$ cat config.mk
export PLATFORM = sky130hd
export DESIGN_NAME = llc_input_arbiter
export DESIGN_NICKNAME = d
export VERILOG_FILES = /design/src/rtl/llc_input_arbiter.sv
export SDC_FILE = /design/constraint.sdc
export NUM_CORES = 1
export LEC_CHECK = 0
export CAP_MARGIN = 20
export CORE_MARGIN = 3
export CORE_UTILIZATION = 45
export DETAILED_ROUTE_END_ITERATION = 10
export DONT_BUFFER_PORTS = 1
export SLEW_MARGIN = 20
export SYNTH_ARGS = -nofsm -noshare
export SYNTH_HDL_FRONTEND = slang
export SYNTH_SLANG_ARGS = --single-unit
$ cat constraint.sdc
create_clock -name clk -period 2.5 [get_ports clk]
set_input_delay 0.5 -clock clk [delete_from_list [all_inputs] [get_ports clk]]
set_output_delay 0.5 -clock clk [all_outputs]
set_load 0.02 [all_outputs]
$ cat src/rtl/llc_input_arbiter.sv
// LLC input arbiter: grants one of rsp/req/dma into the transaction pipeline.
// Fixed priority rsp > req > dma, with a starvation guard that forces a DMA grant.
module llc_input_arbiter #(
  parameter int unsigned STARVE_LIMIT = 4,
  parameter int unsigned CNT_W        = $clog2(STARVE_LIMIT + 1)
) (
  input  logic             clk,
  input  logic             rst,
  input  logic             rsp_valid,
  input  logic             req_valid,
  input  logic             dma_valid,
  input  logic             req_stall,
  input  logic             arb_en,
  input  logic             txn_done,
  output logic             rsp_pop,
  output logic             req_pop,
  output logic             dma_pop,
  output logic [2:0]       grant,
  output logic             busy,
  output logic [CNT_W-1:0] starve_cnt,
  output logic             proto_err
);

  typedef enum logic [1:0] {IDLE, GRANT, BUSY} state_t;

  state_t     state;
  logic       e_rsp, e_req, e_dma, force_dma, any_elig;
  logic       cnt_sat;
  logic [2:0] winner;

  always_comb begin
    e_rsp     = rsp_valid;
    e_req     = req_valid & ~req_stall;
    e_dma     = dma_valid & ~req_stall;
    cnt_sat   = (starve_cnt == CNT_W'(STARVE_LIMIT));
    force_dma = e_dma & cnt_sat;
    any_elig  = e_rsp | e_req | e_dma;
    winner    = '0;
    if (force_dma)  winner = 3'b100;
    else if (e_rsp) winner = 3'b001;
    else if (e_req) winner = 3'b010;
    else if (e_dma) winner = 3'b100;
  end

  always_ff @(posedge clk or negedge rst) begin
    if (!rst) begin
      state      <= IDLE;
      grant      <= '0;
      rsp_pop    <= 1'b0;
      req_pop    <= 1'b0;
      dma_pop    <= 1'b0;
      busy       <= 1'b0;
      starve_cnt <= '0;
      proto_err  <= 1'b0;
    end else begin
      case (state)
        IDLE: begin
          if (txn_done) proto_err <= 1'b1;
          // An absent DMA request clears its history even without arbitration.
          if (!dma_valid) starve_cnt <= '0;
          if (arb_en && any_elig) begin
            state                       <= GRANT;
            grant                       <= winner;
            {dma_pop, req_pop, rsp_pop} <= winner;
            busy                        <= 1'b1;
            if (winner[2])             starve_cnt <= '0;
            else if (e_dma && !cnt_sat) starve_cnt <= starve_cnt + CNT_W'(1);
          end
        end
        GRANT: begin
          if (txn_done) proto_err <= 1'b1;
          {dma_pop, req_pop, rsp_pop} <= '0;
          state                       <= BUSY;
        end
        BUSY: begin
          if (txn_done) begin
            state <= IDLE;
            grant <= '0;
            busy  <= 1'b0;
          end
        end
        default: state <= IDLE;
      endcase
    end
  end

endmodule

==> results of run 1 <==
-- through the flow --
step / instances / setup WS, ps / total power, mW / utilization [%]
finish: 84 / 875.7 / 0.5711 / 53.57
floorplan: 65 / 998.9 / 0.4254 / -
CTS: 84 / 857.6 / 0.5781 / 53.57
detailed placement: 79 / 879.9 / 0.4431 / 50.88
global placement: 79 / 919.7 / 0.4445 / 50.88
global route: 84 / 752.2 / 0.6038 / 53.57
-- state kept, by name (all words and copies together), names as in the netlist --
register	flops
busy	1
rsp_pop	1
grant	3
req_pop	1
dma_pop	1
proto_err	1
starve_cnt	3
state	2
-- per-layer routing --
layer	GRT usage [%]	up-vias	share of wire, %
met5	0	-	0
li1	-	242	-
met2	20.92	17	41
met1	23.86	233	48
met4	12.28	0	1.7
met3	4.382	4	9.6
-- Yosys cell counts, drive strengths merged --
master | number | share of area [%]
a31o | 1 | 1.3
a221oi | 1 | 1.3
nand3 | 3 | 2.2
dfrtp | 13 | 48
a41oi | 1 | 1.3
o22ai | 2 | 1.8
ha | 2 | 3.7
o21ba | 2 | 3.9
buf | 1 | 1.7
nand2 | 7 | 3.9
nor3 | 1 | 0.74
o31ai | 2 | 2.2
a2bb2o | 1 | 2.9
nor2 | 3 | 1.7
or2b | 1 | 1.1
nor3b | 1 | 1.1
mux2 | 1 | 1.7
or3b | 1 | 1.7
inv | 6 | 3.3
nand3b | 1 | 1.1
o2bb2ai | 3 | 3.9
a21o | 2 | 2.2
a31oi | 1 | 0.92
a21oi | 1 | 0.74
nor2b | 2 | 2.2
o21ai | 5 | 3.7
-- power groups by stage --
stage               registers, mW  logic [mW]  clock network, mW
floorplan                   0.316       0.110                  0
global placement            0.332       0.112                  0
detailed placement          0.333       0.110                  0
CTS                         0.329       0.117              0.132
global route                0.333       0.131              0.140
finish                      0.327       0.117              0.127
-- placed cells by master (no fill, tap or decap), types with 2 or more instances in the layout --
cell,instances
nand2_1,7
inv_1,6
clkbuf_4,3
o22ai_1,2
o2bb2ai_1,3
ha_1,2
nor2_1,3
a21o_1,2
dfrtp_1,13
o31ai_1,2
o21ai_0,5
nand3_1,3
-- critical path: stages, from the launching register on --
cell and delay (ps):
dfrtp_1 490, inv_1 100, ha_1 210, nand3_1 110, o21ai_0 280, o21ai_0 120
a31o_2 220
-- logic make-up (layout without fill, tap and decap cells) --
group / after synthesis / count (layout)
simple gates: 20 / 20
mux: 1 / 1
flops: 13 / 13
fa+ha+maj: 2 / 2
compound gates: 22 / 22
buf+inv: 7 / 11
-- layout make-up --
cell class                 instances  share of cell area [%]
sequential                        13                   44.98
multi-input combinational         45                   44.29
clock buffer                       4                   3.633
inverter                           6                   3.114
tap                               15                   2.595
timing repair buffer               1                   1.384
-- worst paths after layout --
check | to | slack (ps) | cells after the start
max | rsp_pop | 880 | 6
min | state[1] | 330 | 1
max reg2reg | rsp_pop | 880 | 6
min reg2reg | proto_err | 620 | 1
max in group asynchronous | grant[0] | 1470 | 1
min in group asynchronous | starve_cnt[1] | 660 | 1
-- repair_timing --
action,4_1_cts,5_1_grt
hold buffers,1,0
hold endpoints to repair,13,0
buffers inserted,0,0
==> metrics, run 1 <==
status=complete, no violations; syn_area_per_cell=10.45 sq um; All-Layer GR Usage=16.58%; Sink Count=13; I/O Pins=19; Final Instance Area=723.2 sq um; Worst-Margin Slew=570.2 ps; Final min period=1624 ps; final net count=80; CTS clock-pin slew for the worst setup and hold paths=80 ps; DRT iter0 DRCs=11; multiplexer area fraction after synthesis=1.657%; Synthesized Nets=75; Power per Cell Area=789.7 nW/um^2; Synth Area in XOR/XNOR=0%; Int Pwr=371.0 uW; Max FO, Critical Path=4; Final setup viols=0; VDD IR max=0.5011 mV; post-synthesis compound-gate area fraction=26.15%; Netlist cell types=28; Setup TNS=0 ps; Final Max Slew Viols=0; r2r startpoint=starve_cnt[0]; drt via density=5.905; CP arrival=1790 ps; Hold WC Path Type=input port to register; Slew Limit Headroom=61.86%; crit share post-route=64.97%; drt first pass iters=4; area added between synthesis and finish=6.446%; Residual DRC=0; dpl cell area=686.9 sq um; Setup crit start=starve_cnt[0]; critical path type=register to register; count of cells resized by post-cts repair=0; synthesized area=679.4 sq um; clock latency on the worst-skew pair=270 ps; first-pass GRT wire length=2297 um; Leak=0.3106 nW; post-synthesis sequential area ratio=47.88%; CTS tree=built; WL/cell=16.75 um; maxcap violations=0; Final Skew=2.431 ps; Worst Path Required=2670 ps; row count=13; largest net degree at the start of global routing=14; GPL Wtd Cong=0.7497; unrepaired setup endpoints after global routing=no; DIE WIDTH=44.86 um; Post-Synth Simple-Gate Area=15.65%; Initial Utilization=50.32%; synthesized flop and latch total=13; sequential power share=57.3%; Port Buffers=0; share of cells above drive strength 1=14.49%; hold path start=txn_done; Synth warnings=0; largest family of logic cells by synthesized area=compound AO/OA/AOI/OAI gates; final wirelength=1407 um; grt ovf=0; DR vias=496; htree depth=1; Final HPWL DP=1081 um; Net Sw Frac=35.04%; clk root buf=clkbuf_4; Synth Instances=65; Die H=44.86 um; register area=325.3 sq um; Clk network pwr share=22.2%; clock tree buffer depth=2; Antenna Nets Post-Route=0; vias in the first global route=515; multi-input logic area=320.3 sq um; final hold viol count=0; Combinational Power Share=20.5%; Fillers=120; Core Region=1350 sq um; Highest Clock Rate=0.6156 GHz; startpoint types=register; Post-Synth Adder-Cell Area=3.683%; P_sw=200.1 uW; CTS Buf Count=3; worst hold margin=329.5 ps; die area=2012 sq um; ant diodes=0; Worst setup EP type=register; initial antenna violation count=0
Note: power is estimated with default switching activity, not from simulation.
==> inputs of run 2 (changes only) <==
==> constraint.sdc (replaced) <==
create_clock -name clk -period 1.6 [get_ports clk]
set_input_delay 0.32 -clock clk [delete_from_list [all_inputs] [get_ports clk]]
set_output_delay 0.32 -clock clk [all_outputs]
set_load 0.02 [all_outputs]
==> metrics, run 2 (synthesis gave the netlist of run 1 again) <==
peak per-stage delay on the critical path=380 ps; cell family with most CP delay=compound AO/OA/AOI/OAI gates; Antenna Nets Post-Route=0; largest net degree at the start of global routing=14; Slew Limit Headroom=62.43%; P_sw=317.9 uW; sequential power share=53.2%; Core Region=1350 sq um; GPL Wtd Cong=0.7476; crit-path cells=inv_1, ha_1, nand3_1, o21ai_0, buf_4, a2bb2o_4; final hold viol count=0; Combinational Power Share=24.8%; DR vias=525; clock tree buffer depth=2; WL/cell=15.22 um; Final Max Slew Viols=0; Power per Cell Area=1195 nW/um^2; Residual DRC=0; WP buf/inv=2; critical path type=register to register; Int Pwr=592.8 uW; Clk network pwr share=22.0%; CTS tree=built; status=complete, no violations; CTS clock-pin slew for the worst setup and hold paths=80 ps; row count=13; commonest non-fill, non-tap cell in the layout=dfrtp_1; DRT iter0 DRCs=16; unrepaired setup endpoints after global routing=no; All-Layer GR Usage=16.27%; Worst setup EP type=register; drt first pass iters=4; htree depth=1; clock latency on the worst-skew pair=280 ps; Setup TNS=0 ps; Fillers=125; startpoint types=register; CP arrival=1650 ps; maxcap violations=0; Design Power=910.7 uW; Setup crit start=starve_cnt[0]; Final setup viols=0; initial antenna violation count=0; r2r startpoint=starve_cnt[0]; Final HPWL DP=1052 um; die area=2012 sq um; final net count=85; Final min period=1473 ps; Final Skew=2.854 ps; critical path's slowest cell=dfrtp_1; DIE WIDTH=44.86 um; hold path start=txn_done; Net Sw Frac=34.91%; Sink Count=13; grt ovf=0; Worst-Margin Slew=561.7 ps; largest registers=grant x3, starve_cnt x3, state x2; Max FO, Critical Path=4; final wirelength=1355 um; first-pass GRT wire length=2373 um; Highest Clock Rate=0.6790 GHz; clk root buf=clkbuf_4; commonest cells after routing, fill and taps aside=13 x dfrtp_1, 7 x nand2_1, 6 x inv_1; Die H=44.86 um; count of cells resized by post-cts repair=0; drt via density=5.899; dpl cell area=724.4 sq um; Hold WC Path Type=input port to register; vias in the first global route=536; ant diodes=0; Port Buffers=0; area added between synthesis and finish=12.15%; worst hold margin=157.1 ps; crit share post-route=92.05%; VDD IR max=0.6451 mV; Leak=0.3395 nW; CTS Buf Count=3; Worst Path Required=1770 ps; Initial Utilization=50.32%; I/O Pins=19; share of cells above drive strength 1=21.62%; Final Instance Area=762.0 sq um
==> run 2: changes by cell type in the layout (fill, tap and decap cells not counted) <==
cell	change
buf_4	+5
clkbuf_1	-1
clkinv_2	+1
==> run 2: path summary, 6_finish.rpt <==
path | end | depth (start not counted) | slack (ps)
min | state[1] | 1 | 160
min reg2reg | starve_cnt[2] | 1 | 570
max reg2reg | grant[0] | 6 | 130
max | grant[0] | 6 | 130
min in group asynchronous | state[1] | 1 | 470
max in group asynchronous | state[0] | 1 | 760
==> run 2: final cells by class <==
| class | count | area [sq um] | share of cell area [%] |
|---|---|---|---|
| Inverter | 6 | 22.52 | 2.956 |
| Multi-Input combinational cell | 45 | 320.3 | 42.04 |
| Tap cell | 15 | 18.77 | 2.463 |
| Clock buffer | 3 | 22.52 | 2.956 |
| Sequential cell | 13 | 325.3 | 42.69 |
| Clock inverter | 1 | 5.005 | 0.6568 |
| Timing Repair Buffer | 6 | 47.55 | 6.240 |
==> run 2: what timing repair did <==
action / CTS / global route
hold endpoints to repair: 13 / 0
buffers inserted: 0 / 0
hold buffers: 1 / 0
==> run 2: stage by stage <==
step	instances	utilization, %	setup WS [ps]
floorplan	65	-	98.93
global placement	84	53.66	125.4
global route	89	56.44	1.057
CTS	89	56.44	129.1
detailed placement	84	53.66	146.4
finish	89	56.44	127.2
==> run 2: power groups by stage <==
stage          Clock [mW]  Sequential, mW  Combinational [mW]
6_report            0.200           0.484               0.226
3_5_place_dp            0           0.492               0.217
3_3_place_gp            0           0.492               0.218
5_1_grt             0.223           0.496               0.253
4_1_cts             0.210           0.486               0.228
2_1_floorplan           0           0.493               0.172
==> run 2: layer usage <==
| metal | share of wire [%] | global-route usage [%] |
|---|---|---|
| met1 | 47 | 23.06 |
| met2 | 42 | 21.20 |
| met4 | 0 | 4.678 |
| met5 | 0 | 0 |
| met3 | 11 | 8.765 |
==> run 2: worst register-to-register path, stage by stage (launching register included) <==
cell      delay [ps]
dfrtp_1          380
inv_1             60
ha_1             220
nand3_1          110
o21ai_0          250
buf_4            160
a2bb2o_4         200
